## src/rtl/tl_client_arbiter.sv

```systemverilog
// rtl/tl_client_arbiter.sv - two-client TileLink-UL arbiter: round-robin A grant, burst lock, D routing by source
// Optional feature macro: TLARB_WATCHDOG_EN (adds wdog_err and per-client busy watchdogs)
`timescale 1ns/1ps
module tl_client_arbiter #(
`ifdef TLARB_WATCHDOG_EN
    parameter int WDOG_LIMIT = 1024,
`endif
    parameter int ADDR_W   = 33,
    parameter int DATA_W   = 64,
    parameter int MAX_SIZE = 6
) (
    input  logic              clock,
    input  logic              reset,
`ifdef TLARB_WATCHDOG_EN
    output logic [1:0]        wdog_err,
`endif
    output logic              in0_a_ready,
    input  logic              in0_a_valid,
    input  logic [2:0]        in0_a_bits_opcode,
    input  logic [3:0]        in0_a_bits_size,
    input  logic [ADDR_W-1:0] in0_a_bits_address,
    input  logic [7:0]        in0_a_bits_mask,
    input  logic [DATA_W-1:0] in0_a_bits_data,
    input  logic              in0_d_ready,
    output logic              in0_d_valid,
    output logic [2:0]        in0_d_bits_opcode,
    output logic [3:0]        in0_d_bits_size,
    output logic              in0_d_bits_denied,
    output logic [DATA_W-1:0] in0_d_bits_data,
    output logic              in0_d_bits_corrupt,
    output logic              in1_a_ready,
    input  logic              in1_a_valid,
    input  logic [2:0]        in1_a_bits_opcode,
    input  logic [3:0]        in1_a_bits_size,
    input  logic [ADDR_W-1:0] in1_a_bits_address,
    input  logic [7:0]        in1_a_bits_mask,
    input  logic [DATA_W-1:0] in1_a_bits_data,
    input  logic              in1_d_ready,
    output logic              in1_d_valid,
    output logic [2:0]        in1_d_bits_opcode,
    output logic [3:0]        in1_d_bits_size,
    output logic              in1_d_bits_denied,
    output logic [DATA_W-1:0] in1_d_bits_data,
    output logic              in1_d_bits_corrupt,
    input  logic              out_a_ready,
    output logic              out_a_valid,
    output logic [2:0]        out_a_bits_opcode,
    output logic [2:0]        out_a_bits_param,
    output logic [3:0]        out_a_bits_size,
    output logic              out_a_bits_source,
    output logic [ADDR_W-1:0] out_a_bits_address,
    output logic [7:0]        out_a_bits_mask,
    output logic [DATA_W-1:0] out_a_bits_data,
    output logic              out_a_bits_corrupt,
    output logic              out_d_ready,
    input  logic              out_d_valid,
    input  logic [2:0]        out_d_bits_opcode,
    input  logic [3:0]        out_d_bits_size,
    input  logic              out_d_bits_source,
    input  logic              out_d_bits_denied,
    input  logic [DATA_W-1:0] out_d_bits_data,
    input  logic              out_d_bits_corrupt
);

    // Beat counters must cover every encodable 4-bit size (2^12 beats), since
    // sizes above MAX_SIZE are passed through rather than rejected.
    localparam int CNT_W = (MAX_SIZE - 2 > 13) ? MAX_SIZE - 2 : 13;

    typedef enum logic {IDLE = 1'b0, BURST = 1'b1} state_t;

    state_t           state;
    logic [1:0]       busy;
    logic [1:0]       busy_next;
    logic             prio;
    logic             lock;
    logic [CNT_W-1:0] a_cnt;
    logic [CNT_W-1:0] d_cnt;

    logic             elig0;
    logic             elig1;
    logic             gnt;
    logic             gnt_ok;
    logic             a_fire;
    logic             a_data_op;
    logic [CNT_W-1:0] a_beats;
    logic             d_src;
    logic             d_fire;
    logic             d_last;

    function automatic logic [CNT_W-1:0] beats_of(input logic [3:0] size);
        logic [CNT_W-1:0] one;
        one = CNT_W'(1);
        if (size > 4'd3) return one << (size - 4'd3);
        return one;
    endfunction

    // Grant selection: burst lock wins, otherwise round-robin among non-busy valid clients
    always_comb begin
        elig0  = in0_a_valid && !busy[0];
        elig1  = in1_a_valid && !busy[1];
        gnt    = 1'b0;
        gnt_ok = 1'b0;
        if (state == BURST) begin
            gnt    = lock;
            gnt_ok = 1'b1;
        end else begin
            gnt_ok = elig0 || elig1;
            gnt    = (elig0 && elig1) ? prio : elig1;
        end
    end

    assign out_a_valid        = !reset && gnt_ok && (gnt ? in1_a_valid : in0_a_valid);
    assign in0_a_ready        = !reset && gnt_ok && !gnt && out_a_ready;
    assign in1_a_ready        = !reset && gnt_ok &&  gnt && out_a_ready;
    assign out_a_bits_opcode  = gnt ? in1_a_bits_opcode  : in0_a_bits_opcode;
    assign out_a_bits_size    = gnt ? in1_a_bits_size    : in0_a_bits_size;
    assign out_a_bits_address = gnt ? in1_a_bits_address : in0_a_bits_address;
    assign out_a_bits_mask    = gnt ? in1_a_bits_mask    : in0_a_bits_mask;
    assign out_a_bits_data    = gnt ? in1_a_bits_data    : in0_a_bits_data;
    assign out_a_bits_param   = 3'd0;
    assign out_a_bits_source  = gnt;
    assign out_a_bits_corrupt = 1'b0;

    assign a_fire    = out_a_valid && out_a_ready;
    assign a_data_op = (out_a_bits_opcode == 3'd0) || (out_a_bits_opcode == 3'd1);
    assign a_beats   = beats_of(out_a_bits_size);

    assign d_src       = out_d_bits_source;
    assign in0_d_valid = !reset && out_d_valid && !d_src;
    assign in1_d_valid = !reset && out_d_valid &&  d_src;
    assign out_d_ready = !reset && (d_src ? in1_d_ready : in0_d_ready);
    assign d_fire      = out_d_valid && out_d_ready;

    assign in0_d_bits_opcode  = out_d_bits_opcode;
    assign in0_d_bits_size    = out_d_bits_size;
    assign in0_d_bits_denied  = out_d_bits_denied;
    assign in0_d_bits_data    = out_d_bits_data;
    assign in0_d_bits_corrupt = out_d_bits_corrupt;
    assign in1_d_bits_opcode  = out_d_bits_opcode;
    assign in1_d_bits_size    = out_d_bits_size;
    assign in1_d_bits_denied  = out_d_bits_denied;
    assign in1_d_bits_data    = out_d_bits_data;
    assign in1_d_bits_corrupt = out_d_bits_corrupt;

    // Only AccessAckData spans several beats; every other D message ends on its first beat
    always_comb begin
        d_last = 1'b1;
        if (out_d_bits_opcode == 3'd1)
            d_last = (d_cnt + CNT_W'(1)) == beats_of(out_d_bits_size);
    end

    // Busy update: completion clears the responder's flag, a first-beat grant sets the requester's
    always_comb begin
        busy_next = busy;
        if (d_fire && d_last)
            busy_next[d_src] = 1'b0;
        if (a_fire && state == IDLE)
            busy_next[gnt] = 1'b1;
    end

    // A-channel FSM plus busy/priority bookkeeping
    always_ff @(posedge clock or posedge reset) begin
        if (reset) begin
            state <= IDLE;
            busy  <= 2'b00;
            prio  <= 1'b0;
            lock  <= 1'b0;
            a_cnt <= '0;
        end else begin
            busy <= busy_next;
            case (state)
                IDLE: begin
                    if (a_fire) begin
                        prio <= ~gnt;
                        if (a_data_op && a_beats > CNT_W'(1)) begin
                            a_cnt <= a_beats - CNT_W'(1);
                            lock  <= gnt;
                            state <= BURST;
                        end
                    end
                end
                BURST: begin
                    if (a_fire) begin
                        a_cnt <= a_cnt - CNT_W'(1);
                        if (a_cnt == CNT_W'(1))
                            state <= IDLE;
                    end
                end
                default: state <= IDLE;
            endcase
        end
    end

    // D beat counter for the message currently returning
    always_ff @(posedge clock or posedge reset) begin
        if (reset)
            d_cnt <= '0;
        else if (d_fire)
            d_cnt <= d_last ? '0 : d_cnt + CNT_W'(1);
    end

`ifdef TLARB_WATCHDOG_EN
    logic [15:0] wdog_cnt [2];

    // Per-client age of the outstanding transaction; the error latches until reset
    always_ff @(posedge clock or posedge reset) begin
        if (reset) begin
            wdog_cnt[0] <= 16'd0;
            wdog_cnt[1] <= 16'd0;
            wdog_err    <= 2'b00;
        end else begin
            for (int n = 0; n < 2; n++) begin
                if (!busy[n])
                    wdog_cnt[n] <= 16'd0;
                else if (wdog_cnt[n] != 16'hFFFF)
                    wdog_cnt[n] <= wdog_cnt[n] + 16'd1;
                if (busy[n] && (int'(wdog_cnt[n]) + 1 >= WDOG_LIMIT))
                    wdog_err[n] <= 1'b1;
            end
        end
    end
`endif

endmodule

```

## config.mk

```make
export PLATFORM = sky130hd
export DESIGN_NAME = tl_client_arbiter
export DESIGN_NICKNAME = d
export VERILOG_FILES = /design/src/rtl/tl_client_arbiter.sv
export SDC_FILE = /design/constraint.sdc
export NUM_CORES = 1
export LEC_CHECK = 0
export CAP_MARGIN = 20
export CORE_AREA = 2 2 223 225
export DETAILED_ROUTE_END_ITERATION = 10
export DIE_AREA = 0 0 225 227
export GPL_TIMING_DRIVEN = 1
export MAX_ROUTING_LAYER = met4
export SLEW_MARGIN = 10
export SYNTH_ARGS = -nofsm -noshare
export SYNTH_HDL_FRONTEND = slang
export SYNTH_SLANG_ARGS = --single-unit
```

## constraint.sdc

```tcl
create_clock -name clock -period 4.3 [get_ports clock]
set_clock_uncertainty 0.2 [all_clocks]
set_input_delay 0.86 -clock clock [delete_from_list [all_inputs] [get_ports clock]]
set_output_delay 0.86 -clock clock [all_outputs]
set_load 0.02 [all_outputs]
```

==> impl_metrics.ini, run 1 <==
[clocking]
path_clk_slew_ns = 0.05
cts_made_buffers = 5
clk_latency_ns = 0.27
ctsHoldBuffers = 0
cts_root_buf = clkbuf_16
cts_max_path_buffers = 2
tritoncts = done
numClockSinks = 31
cts_resized = 0
htree_levels = 2
postCtsSetupBuffers = 0

[timing]
post-route-period-util_pct = 99.3
finalSetupTns_ns = 0
setup_violations = 0
worstMarginPinSlew_ns = 0.572
slew-limit-headroom_pct = 61.6
fmax_mhz = 234
min_period_ns = 4.27
timing.final.max_slew_violations = 0
whs_ns = 0.279
fin_ws_ns = 0.0285
rsz0062_at_grt = no
hold_viol_final = 0

[floorplan]
die-area_mm2 = 0.0511
rows = 81
core-area_mm2 = 0.0485
ios = 575
dieWidth_um = 225
start_util_pct = 10.5
dieHeight_um = 227

[pwr]
intPower_uw = 2230
sw_frac_of_total_pct = 50.3
power.share.clock_pct = 8.2
p_per_area_mw_per_mm2 = 493
power.net_switching_uw = 2260
p_leak_uw = 0.00396
p_comb_share_pct = 82.4
seqPwrFrac_pct = 9.4
peakVddDrop_uv = 264

[logic_synthesis]
synth-simple-area-share_pct = 39.3
synth_compound_area_share_pct = 11.9
synth_edf_count = 0
yosys.area_share.adder_pct = 1.47
ys_seq_area_share_pct = 15.2
synth_top_area_share_pct = 26.4
synth_cell_types = 60
netlist_instances = 839
synth_xor_area_share_pct = 3.11
syn_area_mm2 = 0.00511
synth_top_family_by_area = simple AND/OR/NAND/NOR gates
synthMuxAreaShare_pct = 2.91
ys_ff_latch = 31
synth_area_per_cell_um2 = 6.09
synthArstFlopShare_pct = 100
synth_top_area_cell = nand2_1
ys.flop_type = dfrtp_1
synthTopCellsByArea = nand2_1, buf_4, dfrtp_1, a21oi_1, o21ai_0
ys_warn_count = 0

[global_route]
grt_start_max_net_pins = 33
overflow = 0
grt_first_pass_wirelength_um = 42300
grt_pass1_vias = 6010
track_usage_pct = 11.9
grt_antenna_before_repair = 5

[detailed_routing]
drtAntennaViolNets = 0
drt-total-wl_um = 32700
via_per_inst = 3.72
route.detailed.wl_per_inst_um = 19.3
drt_iter0_markers = 396
route.detailed.drc = 0
via_count = 6310
dr.pass1.iters = 5

[worst_setup_path]
r2r-start = state$_DFF_PP0_
crit_path_end_kind = primary output
arrival_ns = 3.21
cpPeakStageDelay_ns = 0.65
critPathKind = input port to primary output
reg2regPathDepth = 12
crit_path_cell_trace = clkdlybuf4s50_1 -> or3b_1 -> o21a_4 -> inv_4 -> buf_12 -> nand2_1 -> nand2_1 -> clkdlybuf4s50_1
cp-start-kind = input port
critical_path_required_ns = 3.24
cp_slowest_cell = clkdlybuf4s50_1
r2r_setup_slack_ns = 1.06
r2r-end = a_cnt[9]$_DFFE_PP0P_
crit_fanout = 30

[layout]
drive_gt1_share_pct = 11.0
syn_to_final_growth_pct = 77.9
final_common_cell = nand2_1
final_nets = 1382
final_cell_mix = nand2_1, clkdlybuf4s50_1, buf_4, buf_12, dfrtp_1

[placement]
dp_hpwl_um = 29000
place_congestion = 0.901
place_ws_ns = 0.0631
port_buffers = 372

[min_path]
hold_path_end = lock$_DFFE_PP0P_
whs_path_depth = 2
worstHoldStart = lock$_DFFE_PP0P_
min_path_type = flip-flop to flip-flop

[outcome]
outcome = completed

[flow_run]
drv_cap = 0
[cells by family (layout without fill, tap and decap cells)]
group,count (synthesis),count (layout)
XOR/XNOR,15,15
multiplexers,14,14
flip-flops,31,31
AND/OR/NAND/NOR,477,477
other,1,8
adder cells (fa/ha/maj),6,6
AO/OA/AOI/OAI,92,92
buffers and inverters,203,432
[worst max-delay path: cells and delay by family]
family | cells | cell delay (ns)
compound gates | 1 | 0.25
simple gates | 3 | 0.62
buf+inv | 4 | 1.47
[final cells by class]
type	instances	area [um^2]
Antenna cell	4	10.0
Clock buffer	8	156
Fill cell	5438	39400
Inverter	18	70.1
Multi-Input combinational cell	608	3030
Sequential cell	31	776
Tap cell	622	778
Timing Repair Buffer	406	4280
[stage by stage]
step                power, uW  instances  util (%)  area (um^2)
finish                   4490       1697      18.7         9100
global route             4780       1697      18.7         9100
CTS                      4550       1693      18.7         9080
detailed placement       4160       1685      18.4         8920
global placement         4140       1685      18.4         8920
floorplan                2170        842         -         5120
[cells in the mapped netlist, drive strengths merged (4+ instances only)]
master,count
a21oi,24
clkbuf,28
and3,12
nor2,27
a31oi,5
nor3b,6
nand3,19
xnor2,9
o21ai,23
nand2,360
mux2i,10
or3,6
dfrtp,31
nor3,14
ha,6
buf,157
nand2b,10
and2,6
xor2,4
mux2,4
o22ai,8
inv,18
o211ai,6
[metal layers]
layer	global-route usage, %	part of all wire (%)	vias to the layer above	routed length, um
met5	-	0	-	0
met4	3.10	2.3	0	756
met3	6.13	13	67	4390
met2	18.9	47	340	15400
met1	13.2	37	2874	12200
li1	-	-	3029	-
[flip-flops by register name, indices dropped and copies added, names as in the netlist]
register,flops
a_cnt,13
d_cnt,13
busy,2
state,1
prio,1
lock,1
[power groups by stage]
stage / logic [uW] / registers, uW / clock network (uW)
after floorplan: 1770 / 403 / 0
after global placement: 3720 / 418 / 0
after detailed placement: 3730 / 422 / 0
after CTS: 3750 / 418 / 375
after global routing: 3960 / 433 / 391
final: 3700 / 421 / 369
[worst max-delay path by stage]
stage / start / to / slack, ns / cells past startpoint
floorplan: in1_a_valid / out_a_bits_address[10] / 0.68 / 9
global placement: in1_a_valid / out_a_bits_data[36] / 0.04 / 8
detailed placement: in1_a_valid / out_a_bits_data[36] / 0.06 / 8
CTS: in1_a_valid / out_a_bits_data[36] / 0.05 / 8
global route: in1_a_valid / out_a_bits_data[29] / 0.004 / 8
finish: in1_a_valid / out_a_bits_data[23] / 0.03 / 8
Note: power is estimated with default switching activity, not from simulation.
==> run 2: changes to the inputs <==
--- a/config.mk
+++ b/config.mk
@@ -6,12 +6,13 @@
 export NUM_CORES = 1
 export LEC_CHECK = 0
 export CAP_MARGIN = 20
-export CORE_AREA = 2 2 223 225
+export CORE_AREA = 2 2 225 227
 export DETAILED_ROUTE_END_ITERATION = 10
-export DIE_AREA = 0 0 225 227
-export GPL_TIMING_DRIVEN = 1
+export DIE_AREA = 0 0 227 229
+export DONT_BUFFER_PORTS = 1
 export MAX_ROUTING_LAYER = met4
 export SLEW_MARGIN = 10
 export SYNTH_ARGS = -nofsm -noshare
 export SYNTH_HDL_FRONTEND = slang
 export SYNTH_SLANG_ARGS = --single-unit
+export TNS_END_PERCENT = 1
==> run 2 against run 1 <==
Cell count is 19% lower. Via count decreased by 20%. Worst hold slack better by 0.019 ns. Register-to-register slack improved by 0.10 ns. First-iteration DRC count up 33%. Design area fell by 41%. Worst setup slack gained 0.56 ns. Routed wire length shrank 6.0%. Highest routed layer unchanged. Non-clock buffer count is 374 lower. Power down 25%.
==> impl_metrics.ini, run 2 (synthesis gave the netlist of run 1 again) <==
[timing]
min_period_ns = 3.72
rsz0062_at_grt = no
finalSetupTns_ns = 0
hold_viol_final = 0
post-route-period-util_pct = 86.4
fin_ws_ns = 0.584
slew-limit-headroom_pct = 60.7
setup_violations = 0
whs_ns = 0.298
worstMarginPinSlew_ns = 0.573
timing.final.max_slew_violations = 0
fmax_mhz = 269

[detailed_routing]
via_per_inst = 3.67
drtAntennaViolNets = 0
drt-total-wl_um = 30700
drt_iter0_markers = 528
via_count = 5030
dr.pass1.iters = 7
route.detailed.drc = 0
route.detailed.wl_per_inst_um = 22.4

[global_route]
grt_first_pass_wirelength_um = 38600
track_usage_pct = 11.2
overflow = 0
grt_antenna_before_repair = 3
grt_start_max_net_pins = 60
grt_pass1_vias = 4291

[placement]
dpl.cell_count = 1361
dp_hpwl_um = 27100
place_congestion = 0.953
post_dp_cell_area_mm2 = 0.00521
place_ws_ns = 0.569
port_buffers = 0

[clocking]
clk_latency_ns = 0.27
numClockSinks = 31
cts_root_buf = clkbuf_16
cts_max_path_buffers = 2
htree_levels = 2
postCtsSetupBuffers = 0
cts_resized = 0
tritoncts = done
path_clk_slew_ns = 0.05
cts_made_buffers = 5
ctsHoldBuffers = 0

[pwr]
sw_frac_of_total_pct = 62.5
p_comb_share_pct = 77.6
power.net_switching_uw = 2100
seqPwrFrac_pct = 12.4
p_per_area_mw_per_mm2 = 629
peakVddDrop_uv = 179
intPower_uw = 1260
p_leak_uw = 0.00236
power.share.clock_pct = 10.0

[worst_setup_path]
cp-start-kind = input port
crit_fanout = 59
critical_path_required_ns = 3.24
arrival_ns = 2.66
crit_path_end_kind = primary output
critPathKind = input port to primary output
r2r_setup_slack_ns = 1.16

[layout]
layout.cells.non_filler = 1371
final_common_cell = nand2_1
multi_input_area_mm2 = 0.00302
nFillCells = 5822
seqCellArea_um2 = 776
drive_gt1_share_pct = 7.60
final_cell_mix = nand2_1, dfrtp_1, nor2_1, a21oi_1, o21ai_0
syn_to_final_growth_pct = 4.75
final_nets = 1008
reg_top3 = a_cnt x13, d_cnt x13, busy x2
finish.instance_area_mm2 = 0.00536

[floorplan]
ios = 575
die-area_mm2 = 0.0520
dieHeight_um = 229
rows = 82
dieWidth_um = 227
start_util_pct = 10.3
core-area_mm2 = 0.0497

[min_path]
min_path_type = flip-flop to flip-flop

[outcome]
outcome = completed

[flow_run]
drv_cap = 0
-- run 2: worst paths after layout --
path,start,endpoint,depth (start not counted)
worst max register to register,busy[0]$_DFF_PP0_,a_cnt[8]$_DFFE_PP0P_,9
max in group asynchronous,reset,a_cnt[0]$_DFFE_PP0P_,2
worst min register to register,lock$_DFFE_PP0P_,lock$_DFFE_PP0P_,2
min in group asynchronous,reset,d_cnt[1]$_DFFE_PP0P_,2
worst min-delay path,lock$_DFFE_PP0P_,lock$_DFFE_PP0P_,2
worst max-delay path,in1_a_valid,out_a_bits_data[56],7
-- run 2: per-layer routing --
layer  global-route usage (%)  up-vias  routed length (um)
met5                        -        -                   0
met4                     3.86        0                1080
met3                     8.04       81                5670
met2                     16.7      386               13600
met1                     11.4     2289               10400
li1                         -     2274                   -
-- run 2: area by class of cell --
type	instances	area share, %
multi-input cells	608	56.4
well taps	672	15.7
flip-flops and latches	31	14.5
repair buffers	32	9.39
clock buffers	7	2.48
inverters	18	1.31
clock inverters	1	0.0935
diodes	2	0.0935
-- run 2: per-stage QoR --
| step | total power (uW) | util, % |
|---|---|---|
| CTS | 3410 | 10.8 |
| global route | 3590 | 10.8 |
| finish | 3370 | 10.8 |
| floorplan | 2170 | - |
| global placement | 3060 | 10.5 |
| detailed placement | 3060 | 10.5 |
-- run 2: critical path, cell delays in order --
cell	delay, ns
or3b_1	0.36
o21a_4	0.26
inv_4	0.32
buf_12	0.31
nand2_1	0.09
nand2_1	0.24
buf_12	0.16
-- run 2: power groups by stage --
stage / clock network [uW] / registers (uW) / logic, uW
final: 336 / 418 / 2610
after global routing: 354 / 427 / 2810
after CTS: 342 / 417 / 2650
after detailed placement: 0 / 421 / 2640
after global placement: 0 / 422 / 2640
after floorplan: 0 / 403 / 1770
==> run 3: changes to the inputs <==
--- a/config.mk
+++ b/config.mk
@@ -11,6 +11,7 @@
 export DIE_AREA = 0 0 227 229
 export DONT_BUFFER_PORTS = 1
 export MAX_ROUTING_LAYER = met4
+export PLACE_DENSITY_LB_ADDON = 0.3
 export SLEW_MARGIN = 10
 export SYNTH_ARGS = -nofsm -noshare
 export SYNTH_HDL_FRONTEND = slang
==> run 3 against run 2 <==
Power is 2.1% lower. Cell count hardly changed. Sequential share of layout area is 0.64 points higher. Non-clock buffer count is 2 lower. Register-to-register slack worse by 0.14 ns. Clock power hardly changed. Utilization is 0.45 points lower. Critical path depth stayed put.
==> impl_metrics.ini, run 3 (synthesis gave the netlist of run 1 again) <==
[outcome]
outcome = completed

[worst_setup_path]
reg2regPathDepth = 9
cp_slowest_cell = buf_4
r2r-start = busy[0]$_DFF_PP0_
arrival_ns = 2.70
crit_path_cell_trace = or3b_1 -> o21a_4 -> inv_4 -> buf_4 -> nand2_1 -> nand2_1 -> buf_4
r2r_setup_slack_ns = 1.02
r2r-end = a_cnt[10]$_DFFE_PP0P_
cp-start-kind = input port
critPathCapture = out_a_bits_data[52]
crit_path_end_kind = primary output
crit_fanout = 36
critPathKind = input port to primary output
critical_path_required_ns = 3.24
cpPeakStageDelay_ns = 0.44
crit_start = in1_a_valid

[min_path]
min_path_type = flip-flop to flip-flop

[detailed_routing]
via_per_inst = 3.65
drtAntennaViolNets = 0
via_count = 5007
route.detailed.wl_per_inst_um = 25.8
dr.pass1.iters = 7
route.detailed.drc = 0
drt-total-wl_um = 35400
drt_iter0_markers = 425

[timing]
post-route-period-util_pct = 87.3
worstMarginPinSlew_ns = 0.644
min_period_ns = 3.76
finalSetupTns_ns = 0
hold_viol_final = 0
rsz0062_at_grt = no
fmax_mhz = 266
setup_violations = 0
whs_ns = 0.282
slew-limit-headroom_pct = 57.1
timing.final.max_slew_violations = 0

[layout]
final_common_cell = nand2_1
final_nets = 1006
reg_top3 = a_cnt x13, d_cnt x13, busy x2
seqCellArea_um2 = 776
multi_input_area_mm2 = 0.00302
syn_to_final_growth_pct = 0.343
final_cell_mix = nand2_1, dfrtp_1, nor2_1, buf_4, a21oi_1
drive_gt1_share_pct = 7.34
finish.instance_area_mm2 = 0.00513
nFillCells = 5858
layout.cells.non_filler = 1370

[clocking]
tritoncts = done
htree_levels = 2
numClockSinks = 31
cts_root_buf = clkbuf_16
cts_max_path_buffers = 2
postCtsSetupBuffers = 0
clk_latency_ns = 0.27
path_clk_slew_ns = 0.05
cts_made_buffers = 5
ctsHoldBuffers = 0
cts_resized = 0

[floorplan]
ios = 575
start_util_pct = 10.3
rows = 82
core-area_mm2 = 0.0497
dieWidth_um = 227
die-area_mm2 = 0.0520
dieHeight_um = 229

[global_route]
grt_pass1_vias = 4527
grt_start_max_net_pins = 61
grt_antenna_before_repair = 3
track_usage_pct = 13.0
grt_first_pass_wirelength_um = 43500
overflow = 0

[placement]
dpl.cell_count = 1359
place_congestion = 0.881
post_dp_cell_area_mm2 = 0.00498
port_buffers = 0
dp_hpwl_um = 31700

[flow_run]
drv_cap = 0

[pwr]
p_per_area_mw_per_mm2 = 643
p_leak_uw = 0.00227
peakVddDrop_uv = 199
run 3: cell count changes in the layout (fill, tap and decap cells not counted):
| cell | delta |
|---|---|
| buf_12 | -17 |
| diode_2 | +1 |
| buf_4 | +15 |
run 3: layout make-up:
class	count	area share, %
Sequential cell	31	15.1
Timing Repair Buffer	30	5.37
Multi-Input combinational cell	608	58.9
Clock inverter	1	0.0976
Clock buffer	7	2.59
Antenna cell	3	0.146
Inverter	18	1.37
Tap cell	672	16.4
run 3: worst min-delay path by stage:
stage / depth (start not counted) / startpoint / endpoint / slack, ns
after detailed placement: 2 / lock$_DFFE_PP0P_ / lock$_DFFE_PP0P_ / 0.27
after global placement: 2 / lock$_DFFE_PP0P_ / lock$_DFFE_PP0P_ / 0.27
final: 2 / lock$_DFFE_PP0P_ / lock$_DFFE_PP0P_ / 0.28
after global routing: 2 / lock$_DFFE_PP0P_ / lock$_DFFE_PP0P_ / 0.31
after CTS: 2 / lock$_DFFE_PP0P_ / lock$_DFFE_PP0P_ / 0.28
after floorplan: 2 / lock$_DFFE_PP0P_ / lock$_DFFE_PP0P_ / 0.25
run 3: report_power, final:
group	switching, uW	total [uW]	internal (uW)
registers	64.5	419	354
clock network	125	339	214
logic	2010	2540	529
run 3: worst max-delay path, delay by kind of cell:
kind,cells,cell delay (ns)
AO/OA/AOI/OAI,1,0.24
buffers and inverters,3,0.93
AND/OR/NAND/NOR,3,0.62
run 3: layer usage:
metal	global-route usage, %	part of all wire [%]
met4	4.51	2.9
met5	-	0
met1	11.6	31
met3	8.04	16
met2	22.3	51
run 3: through the flow:
stage	utilization (%)	setup slack, ns	power, uW
after floorplan	-	0.675	2170
after global placement	10.0	0.425	3010
after detailed placement	10.0	0.469	3030
after CTS	10.3	0.489	3370
after global routing	10.3	0.409	3540
final	10.3	0.544	3300
